File: src/rtl/alu_mdu_ctrl_pkg.sv
// Shared ALU select codes, ALUOp and RV32M func3 codes, MDU FSM states and the base ALU decode.
package alu_mdu_ctrl_pkg;

  typedef enum logic [3:0] {
    ALU_ADD  = 4'd0,
    ALU_SUB  = 4'd1,
    ALU_XOR  = 4'd2,
    ALU_OR   = 4'd3,
    ALU_AND  = 4'd4,
    ALU_SLL  = 4'd5,
    ALU_SRL  = 4'd6,
    ALU_SRA  = 4'd7,
    ALU_SLT  = 4'd8,
    ALU_SLTU = 4'd9,
    ALU_PASS = 4'd10
  } alu_sel_e;

  localparam logic [1:0] ALUOP_ADD   = 2'b00;
  localparam logic [1:0] ALUOP_SUB   = 2'b01;
  localparam logic [1:0] ALUOP_FUNCT = 2'b10;
  localparam logic [1:0] ALUOP_PASS  = 2'b11;

  localparam logic [2:0] F3_MUL    = 3'b000;
  localparam logic [2:0] F3_MULH   = 3'b001;
  localparam logic [2:0] F3_MULHSU = 3'b010;
  localparam logic [2:0] F3_MULHU  = 3'b011;
  localparam logic [2:0] F3_DIV    = 3'b100;
  localparam logic [2:0] F3_DIVU   = 3'b101;
  localparam logic [2:0] F3_REM    = 3'b110;
  localparam logic [2:0] F3_REMU   = 3'b111;

  typedef enum logic [1:0] {
    ST_IDLE = 2'd0,
    ST_RUN  = 2'd1,
    ST_DONE = 2'd2
  } mdu_state_e;

  // I-type instructions carry immediate bits in [30], so only the shift-right form honours it.
  function automatic alu_sel_e decode_alu(logic [1:0] alu_op, logic [2:0] func3,
                                          logic ir_30, logic ir_5);
    logic [3:0] key;
    alu_sel_e   sel;
    key = {ir_30 & (ir_5 | (func3 == F3_DIVU)), func3};
    sel = ALU_PASS;
    case (alu_op)
      ALUOP_ADD:  sel = ALU_ADD;
      ALUOP_SUB:  sel = ALU_SUB;
      ALUOP_PASS: sel = ALU_PASS;
      default: begin
        case (key)
          4'b0000: sel = ALU_ADD;
          4'b1000: sel = ALU_SUB;
          4'b0100: sel = ALU_XOR;
          4'b0110: sel = ALU_OR;
          4'b0111: sel = ALU_AND;
          4'b0001: sel = ALU_SLL;
          4'b0101: sel = ALU_SRL;
          4'b1101: sel = ALU_SRA;
          4'b0010: sel = ALU_SLT;
          4'b0011: sel = ALU_SLTU;
          default: sel = ALU_PASS;
        endcase
      end
    endcase
    return sel;
  endfunction

endpackage

File: src/rtl/alu_mdu_ctrl_mdu_iter.sv
// Radix-2 multiply/divide step datapath holding the 2*XLEN accumulator {hi, lo}.
// Only built when M_EXT_EN is defined.
`ifdef M_EXT_EN
module mdu_iter #(
  parameter int XLEN = 32
) (
  input  logic              clk,
  input  logic              rst,
  input  logic              load,
  input  logic              step,
  input  logic              is_div,
  input  logic [XLEN-1:0]   a_mag,
  input  logic [XLEN-1:0]   b_mag,
  output logic [2*XLEN-1:0] acc_next
);

  logic [2*XLEN-1:0] acc_reg;
  logic [XLEN-1:0]   b_reg;
  logic [XLEN:0]     mul_sum;
  logic [XLEN:0]     div_trial;

  // Multiply: conditional add into hi, then shift the whole accumulator right.
  assign mul_sum   = {1'b0, acc_reg[2*XLEN-1:XLEN]} + (acc_reg[0] ? {1'b0, b_reg} : '0);
  // Divide: shift {rem, quo} left by one and try subtracting the divisor from rem.
  assign div_trial = acc_reg[2*XLEN-1:XLEN-1] - {1'b0, b_reg};

  always_comb begin
    acc_next = {mul_sum, acc_reg[XLEN-1:1]};
    if (is_div) begin
      if (div_trial[XLEN]) begin
        acc_next = {acc_reg[2*XLEN-2:0], 1'b0};
      end else begin
        acc_next = {div_trial[XLEN-1:0], acc_reg[XLEN-2:0], 1'b1};
      end
    end
  end

  always_ff @(posedge clk) begin
    if (rst) begin
      acc_reg <= '0;
      b_reg   <= '0;
    end else if (load) begin
      acc_reg <= {{XLEN{1'b0}}, a_mag};
      b_reg   <= b_mag;
    end else if (step) begin
      acc_reg <= acc_next;
    end
  end

endmodule
`endif

File: src/rtl/alu_mdu_ctrl.sv
// EX-stage ALU select decode plus an iterative RV32M multiply/divide sequencer.
// Define M_EXT_EN to build the sequencer; without it the MDU outputs are tied to zero.
module alu_mdu_ctrl
  import alu_mdu_ctrl_pkg::*;
#(
  parameter int XLEN     = 32,
  parameter int ALUSEL_W = 4
) (
  input  logic                clk,
  input  logic                rst,
  input  logic                valid_in,
  input  logic                flush,
  input  logic [1:0]          ALUOp,
  input  logic [2:0]          func3,
  input  logic                IR_30,
  input  logic                IR_25,
  input  logic                IR_5,
  input  logic [XLEN-1:0]     rs1,
  input  logic [XLEN-1:0]     rs2,
  output logic [ALUSEL_W-1:0] ALUSel,
  output logic                is_mdu,
  output logic                mdu_busy,
  output logic                mdu_done,
  output logic [XLEN-1:0]     mdu_result
);

  logic     m_op;
  alu_sel_e alu_sel;

  // funct7 = 0000001 on an R-type op marks the M extension; the base ALU just passes.
  assign m_op = (ALUOp == ALUOP_FUNCT) & IR_5 & IR_25 & ~IR_30;

  always_comb begin
    alu_sel = decode_alu(ALUOp, func3, IR_30, IR_5);
    if (m_op) alu_sel = ALU_PASS;
  end

  assign ALUSel = ALUSEL_W'(alu_sel);

`ifdef M_EXT_EN
  localparam int CNT_W = $clog2(XLEN);
  localparam logic [XLEN-1:0] MIN_NEG = {1'b1, {(XLEN-1){1'b0}}};

  mdu_state_e        state_reg;
  logic [CNT_W-1:0]  cnt_reg;
  logic [2:0]        f3_reg;
  logic              neg_reg;
  logic              rem_neg_reg;
  logic              done_reg;
  logic [XLEN-1:0]   result_reg;
  logic              start;
  logic              a_signed, b_signed, a_neg, b_neg;
  logic              div_zero, div_ovf;
  logic [XLEN-1:0]   a_mag, b_mag, special_result, final_result;
  logic [XLEN-1:0]   quotient, remainder;
  logic [2*XLEN-1:0] acc_next, product;

  assign start    = (state_reg == ST_IDLE) & valid_in & m_op & ~flush;
  assign a_signed = (func3 == F3_MULH) | (func3 == F3_MULHSU) | (func3 == F3_DIV) | (func3 == F3_REM);
  assign b_signed = (func3 == F3_MULH) | (func3 == F3_DIV) | (func3 == F3_REM);
  assign a_neg    = a_signed & rs1[XLEN-1];
  assign b_neg    = b_signed & rs2[XLEN-1];
  assign a_mag    = a_neg ? -rs1 : rs1;
  assign b_mag    = b_neg ? -rs2 : rs2;
  assign div_zero = func3[2] & (rs2 == '0);
  assign div_ovf  = ((func3 == F3_DIV) | (func3 == F3_REM)) & (rs1 == MIN_NEG) & (rs2 == '1);
  // func3[1] separates REM* from DIV* among the divide ops.
  assign special_result = div_zero ? (func3[1] ? rs1 : '1) : (func3[1] ? '0 : rs1);

  mdu_iter #(.XLEN(XLEN)) u_iter (
    .clk      (clk),
    .rst      (rst),
    .load     (start),
    .step     (state_reg == ST_RUN),
    .is_div   (f3_reg[2]),
    .a_mag    (a_mag),
    .b_mag    (b_mag),
    .acc_next (acc_next)
  );

  assign product   = neg_reg ? -acc_next : acc_next;
  assign quotient  = neg_reg ? -acc_next[XLEN-1:0] : acc_next[XLEN-1:0];
  assign remainder = rem_neg_reg ? -acc_next[2*XLEN-1:XLEN] : acc_next[2*XLEN-1:XLEN];

  always_comb begin
    case (f3_reg)
      F3_MUL:                      final_result = product[XLEN-1:0];
      F3_MULH, F3_MULHSU, F3_MULHU: final_result = product[2*XLEN-1:XLEN];
      F3_DIV, F3_DIVU:             final_result = quotient;
      default:                     final_result = remainder;
    endcase
  end

  always_ff @(posedge clk) begin
    if (rst) begin
      state_reg   <= ST_IDLE;
      cnt_reg     <= '0;
      f3_reg      <= '0;
      neg_reg     <= 1'b0;
      rem_neg_reg <= 1'b0;
      done_reg    <= 1'b0;
      result_reg  <= '0;
    end else begin
      done_reg <= 1'b0;
      if (flush) begin
        state_reg <= ST_IDLE;
      end else begin
        case (state_reg)
          ST_IDLE: begin
            if (start) begin
              f3_reg      <= func3;
              neg_reg     <= a_neg ^ b_neg;
              rem_neg_reg <= a_neg;
              cnt_reg     <= '0;
              if (div_zero | div_ovf) begin
                result_reg <= special_result;
                done_reg   <= 1'b1;
                state_reg  <= ST_DONE;
              end else begin
                state_reg <= ST_RUN;
              end
            end
          end
          ST_RUN: begin
            cnt_reg <= cnt_reg + 1'b1;
            if (cnt_reg == CNT_W'(XLEN - 1)) begin
              result_reg <= final_result;
              done_reg   <= 1'b1;
              state_reg  <= ST_DONE;
            end
          end
          default: state_reg <= ST_IDLE;
        endcase
      end
    end
  end

  assign is_mdu     = m_op;
  assign mdu_busy   = start | (state_reg == ST_RUN);
  assign mdu_done   = done_reg;
  assign mdu_result = result_reg;
`else
  logic unused_mdu;
  assign unused_mdu = ^{clk, rst, valid_in, flush, rs1, rs2};

  assign is_mdu     = 1'b0;
  assign mdu_busy   = 1'b0;
  assign mdu_done   = 1'b0;
  assign mdu_result = '0;
`endif

endmodule

File: config.mk
export PLATFORM = sky130hd
export DESIGN_NAME = alu_mdu_ctrl
export DESIGN_NICKNAME = d
export VERILOG_FILES = /design/src/rtl/alu_mdu_ctrl_pkg.sv /design/src/rtl/alu_mdu_ctrl_mdu_iter.sv /design/src/rtl/alu_mdu_ctrl.sv
export SDC_FILE = /design/constraint.sdc
export NUM_CORES = 1
export LEC_CHECK = 0
export BUFFER_PORTS_ARGS = -buffer_cell sky130_fd_sc_hd__buf_2
export CAP_MARGIN = 30
export CORE_MARGIN = 2
export CORE_UTILIZATION = 23
export DETAILED_ROUTE_END_ITERATION = 16
export MAX_ROUTING_LAYER = met4
export PLACE_DENSITY = 0.87
export SYNTH_ARGS = -nofsm -noshare
export SYNTH_HDL_FRONTEND = slang
export SYNTH_HIERARCHICAL = 1
export SYNTH_SLANG_ARGS = --single-unit
File: constraint.sdc
create_clock -name vclk -period 2
set_input_delay 0.1 -clock vclk [all_inputs]
set_output_delay 0.1 -clock vclk [all_outputs]
set_load 0.05 [all_outputs]
# [Word-level counts from Yosys, hierarchy flattened]
# Memory sizes are Yosys's and may differ from the RTL's.
# Index checks and enable logic that the tools add are counted.
[totals] reg_bits=0 mem_bits_ro=64 inputBits=76 word_cells=14 n_memories=1
[op_classes] eq_ne=4 muxes=2 bitwise=6 n_reduce_logical=1
[memory_table] memory="(no name shown)" words=16 width=4 read_ports=1 rd_ports_with_merged_regs=0 write_ports=0 line_no="alu_mdu_ctrl_pkg.sv:50" rtl="case (key)"
[op_table] op="4-bit one-hot mux with 3 select lines" count=1
[op_table] op="1-bit AND" count=4
[op_table] op="2-bit == test (second input constant)" count=2
[op_table] op="4-bit 2-to-1 mux" count=1
[op_table] op="3-bit == test (second input constant)" count=1
[op_table] op="2-bit by 1-bit == test with 1-bit output (second input constant)" count=1
[op_table] op="2-bit zero test" count=1
[op_table] op="1-bit inverter" count=1
[op_table] op="1-bit OR" count=1

# [Longest topological paths before layout]
# Gate-level depths: netlist of the first run.
# An unclocked memory read counts as a cell.
[logic_depth] word_depth=6 ltp_mapped=5

# [Worst setup path after synthesis of the first run]
# No wires, ideal clock.
[synth_timing] path_kind="input port to output port" from="in func3[1]" to="out ALUSel[0]" arrival_time_ns=0.992 slack_ns=0.908 cell_stages=5 n_path_buf=1 path_cell_list="clkbuf_2 > nor2b_1 > o21ai_0 > a31oi_1 > o31a_1"
[synth_via] elab_chain_len=6
[synth_rtl] item="start: declaration" line_no="alu_mdu_ctrl.sv:14" rtl="input logic [2:0] func3,"
[synth_rtl] item="3-bit == test" line_no="alu_mdu_ctrl_pkg.sv:43" rtl="key = {ir_30 & (ir_5 | (func3 == F3_DIVU)), func3};"
[synth_rtl] item="1-bit OR" line_no="alu_mdu_ctrl_pkg.sv:43"
[synth_rtl] item="1-bit AND" line_no="alu_mdu_ctrl_pkg.sv:43"
[synth_rtl] item="memory 16 x 4 bit (*)"
[synth_rtl] item="4-bit one-hot mux with 3 select lines (*)" line_no="alu_mdu_ctrl_pkg.sv:45" rtl="case (alu_op)"
[synth_rtl] item="4-bit 2-to-1 mux (*)" line_no="alu_mdu_ctrl.sv:35" rtl="if (m_op) alu_sel = ALU_PASS;"
[synth_rtl] item="end: declaration" line_no="alu_mdu_ctrl.sv:20" rtl="output logic [ALUSEL_W-1:0] ALUSel,"
# Mark *: on every way between the ends. The rest lies on a longest branch, timed or not.

# [Final worst setup path of the first run]
[layout_timing] from="in func3[0]" to="out ALUSel[3]"
# The elaborated chain is that of the path after synthesis.

==> impl_metrics.yaml, run 1 <==
worst_setup_path:
  critPathRequiredTime_ps: 1900
  cp-end-kind: "output port"
  crit_fanout: 7
  crit_arrival_ps: 1060
  start_kind: "input port"
  worstSetupPathType: "in2out"
global_route:
  grt_pass1_wl_um: 855
  overflow: 0
  grt_pass1_vias: 196
  grt_usage_pct: 5.20
  grt_antenna_before_repair: 0
  grt_max_degree: 9
logic_synthesis:
  synth_cell_types: 17
  yosys.area.top_type: "buf_4"
  postSynthAreaPerCell_um2: 6.85
  ys_top_cells_by_count: "buf_4 (35), o21ai_0 (4), a21oi_1 (3), a31oi_1 (3)"
  synth.area.top_cells: "buf_4 (63%), o21ai_0 (4.8%), a31oi_1 (4.5%)"
  synth_top_cell_area_share_pct: 62.9
  ys_seq_area_share_pct: 0
  yosysWarnings: 6
  synthCells: 61
  synthMostInstantiatedCell: "buf_4"
  synthesis.area_um2: 418
layout:
  fin_cells: 96
  num_antenna_cells: 0
  nNetsFinal: 149
  design.seq.count: 0
  clockBufferCount: 0
  area_growth_syn_to_layout_pct: -11.7
  drive_gt1_share_pct: 16.9
  seqCellArea_um2: 0
  fin_util_pct: 21.4
die:
  start_util_pct: 24.2
  die_w_um: 46.6
  fp.coreArea_um2: 1730
  io_pins: 115
  dieArea_um2: 2170
  die_y_um: 46.6
  num_rows: 15
timing:
  hold_viol: 0
  period_share_pct: 58.0
  maxSlewViolCount: 0
  setup_violations: 0
  fmaxAchievable_mhz: 862
  fin_crit_ps: 1160
  setup_tns_ps: 0
  rsz0062_at_grt: "no"
routing:
  drtIter0Drc: 11
  wirelength_um: 632
  avgRoutedWirePerCell_um: 6.58
  ant_nets: 0
  firstDrtPassIters: 4
  vias: 313
  drc: 0
  vias_per_cell: 3.26
power_and_ir_drop:
  pwr_density_cell_nw_per_um2: 571
  finalPower_uw: 211
  vdd_drop_max_mv: 0.111
  leakage_nw: 0.216
placed_design:
  dp.cells: 96
  gp_routability_congestion: 0.813
  hpwl_um: 550
  port_buffers: 12
run:
  drv_cap: 0
clocking:
  cts_setup_buffers: 0
  hold_buffers: 0
  cts_resized: 0
run_status:
  status: "finished, final reports clean"
min_path:
  worstHoldPathType: "in2out"
[final cells by class]
class | instances | area [um^2]
inverter | 2 | 7.51
timing repair buffer | 12 | 60.1
tap | 25 | 31.3
fill | 208 | 1360
multi-input combinational | 57 | 270
[per-stage QoR]
stage	worst slack, ps	cell area, um^2	hold slack [ps]
finish	840	369	644
global route	764	369	669
CTS	833	369	652
detailed placement	830	369	650
global placement	845	369	636
floorplan	908	546	471
[placed cells by master, fill, tap and decap left out, drive strengths merged]
cell type	count
nand3b	1
nor3	2
xor2	1
and2	2
xnor2	1
a31oi	3
buf	12
inv	2
o2111a	1
o31a	1
a21oi	3
nor2b	1
o21ai	4
conb	35
a22oi	1
nand2	1
[kinds of logic after synthesis]
family / after synthesis / share of synthesized area, %
AOI/OAI and AO/OA: 13 / 19.5
and+or+nand+nor: 7 / 9.58
other: 1 / 0.897
xor gates and xnor gates: 2 / 4.19
buffers and inverters: 38 / 65.9
[worst max-delay path: stages]
cell and delay, ps:
buf_2 140, xor2_1 160, nor3_1 190, o21ai_0 110, and2_1 160, buf_2 200
[power breakdown]
part | switching, mW | internal (mW) | total, mW | leakage [nW]
clock | 0 | 0 | 0 | 0
sequential | 0 | 0 | 0 | 0
combinational | 0.188 | 0.0222 | 0.211 | 0.216
[worst paths after layout]
kind | start | end | slack (ps) | cells after the start
worst min-delay path | ALUOp[1] | ALUSel[2] | 640 | 3
worst max-delay path | func3[0] | ALUSel[3] | 840 | 6
[metal layers]
| metal | up-vias | GRT usage, % | wire, um |
|---|---|---|---|
| met4 | 0 | 0 | 0 |
| li1 | 152 | - | - |
| met2 | 34 | 6.67 | 214 |
| met1 | 127 | 9.20 | 281 |
| met5 | - | - | 0 |
| met3 | 0 | 0 | 136 |
Power figures use the tool's default switching activity.
==> run 2, diff against run 1 <==
CORE_UTILIZATION = 19   (was 23)
PLACE_DENSITY = 0.77   (was 0.87)
clock period = 1.06 ns   (was 2 ns; I/O delays follow)
==> run 2 against run 1 <==
First-iteration DRC count shrank 91%. Worst setup slack lost 780 ps. Die area grew 19%. Final cell count grew 4.2%. Largest power group unchanged. Sequential cell count is the same. Critical path depth is the same. Sequential share of layout area is the same. Routed wire length grew 0.95%. Non-clock buffer count grew 2. Combinational power grew 95%.
==> impl_metrics.yaml, run 2 (synthesized netlist as in run 1, its figures left out) <==
run_status:
  status: "finished, final reports clean"
timing:
  setup_tns_ps: 0
  setup_violations: 0
  fin_crit_ps: 998
  finalWorstSetupSlack_ps: 62.4
  period_share_pct: 94.1
  hold_viol: 0
  maxSlewViolCount: 0
  fmaxAchievable_mhz: 1000
min_path:
  worstHoldPathType: "in2out"
  whs_endpoint: "ALUSel[3]"
  hp-start: "ALUOp[1]"
  whs_path_depth: 3
clocking:
  cts_setup_buffers: 0
global_route:
  grt_pass1_wl_um: 828
  overflow: 0
  grt_pass1_vias: 201
  grt_usage_pct: 3.88
  grt_antenna_before_repair: 0
  grt_max_degree: 9
routing:
  avgRoutedWirePerCell_um: 6.38
  met2WireLength_um: 286
  firstDrtPassIters: 4
  vias: 335
  drtIter0Drc: 1
  wirelength_um: 638
  vias_per_cell: 3.35
  drc: 0
  routed.top_layer: "met3"
  wl_met3_um: 86
  wl_met1_um: 265
  ant_nets: 0
die:
  die_w_um: 50.9
  start_util_pct: 20.7
  dieArea_um2: 2590
  fp.coreArea_um2: 2020
  num_rows: 16
  io_pins: 115
  die_y_um: 50.9
layout:
  nNetsFinal: 151
  drive_gt1_share_pct: 20.5
  seqCellArea_um2: 0
  area_growth_syn_to_layout_pct: -4.49
  num_antenna_cells: 0
  design.seq.count: 0
  fin_cells: 100
  layout_common_cells: "conb_1 (35), buf_2 (9), o21ai_0 (4), buf_4 (4)"
  layout.cells.most_common: "conb_1"
  nFillCells: 246
  clockBufferCount: 0
worst_setup_path:
  crit_fanout: 5
  critPathRequiredTime_ps: 1010
  crit_arrival_ps: 940
  cp-end-kind: "output port"
  worstSetupPathType: "in2out"
  start_kind: "input port"
power_and_ir_drop:
  vdd_drop_max_mv: 0.261
  leakage_nw: 0.228
  pwr_density_cell_nw_per_um2: 1030
  finalPower_uw: 412
placed_design:
  hpwl_um: 553
  dp.cells: 100
  place_ws_ps: -3.83
  gp_routability_congestion: 0.711
  port_buffers: 12
run:
  drv_cap: 0
[run 2: cell types whose count changed in the layout (fill, tap and decap cells not counted)]
| cell | change |
|---|---|
| buf_2 | -3 |
| buf_4 | +4 |
| clkbuf_4 | +1 |
| nor3_1 | -1 |
| nor3_2 | +1 |
[run 2: critical path, stage by stage]
cell and delay [ps]:
buf_2 130, xor2_1 170, nor3_2 130, o21ai_0 120, and2_1 160, buf_4 180
[run 2: power by group]
| group | internal (mW) | leakage, nW | total [mW] | switching [mW] |
|---|---|---|---|---|
| Combinational | 0.0526 | 0.228 | 0.412 | 0.359 |
| Clock | 0 | 0 | 0 | 0 |
| Sequential | 0 | 0 | 0 | 0 |
| Total | 0.0526 | 0.228 | 0.412 | 0.359 |
[run 2: what timing repair did]
item / CTS / global route
cloned: 0 / 0
hold buffers: 0 / 0
gates resized for setup: 1 / 4
setup endpoints to repair: 1 / 3
[run 2: worst max path at each step]
stage / slack [ps] / end / startpoint
finish: 60 / ALUSel[3] / func3[0]
floorplan: 60 / ALUSel[0] / func3[1]
global placement: 10 / ALUSel[3] / func3[0]
CTS: 20 / ALUSel[3] / func3[0]
detailed placement: -4 / ALUSel[3] / func3[0]
global route: -30 / ALUSel[0] / func3[1]
[run 2: cell type report]
type	instances	area [um^2]	share of cell area [%]
multi-input combinational	57	275	69.0
inverter	2	7.51	1.88
tap	27	33.8	8.46
timing repair buffer	14	82.6	20.7
[run 2: routing by layer]
metal  track usage (%)  vias to the layer above
met5                 -                        -
met4                 0                        0
met3                 0                        0
met2              6.49                       35
met1              5.61                      142
li1                  -                      158
[run 2: stage by stage]
stage          hold slack [ps]  instance area (um^2)  utilization [%]
6_report                   528                   399             19.7
5_1_grt                    555                   399             19.7
4_1_cts                    538                   389             19.2
3_5_place_dp               541                   387             19.1
3_3_place_gp               543                   387             19.1
2_1_floorplan              377                   546                -
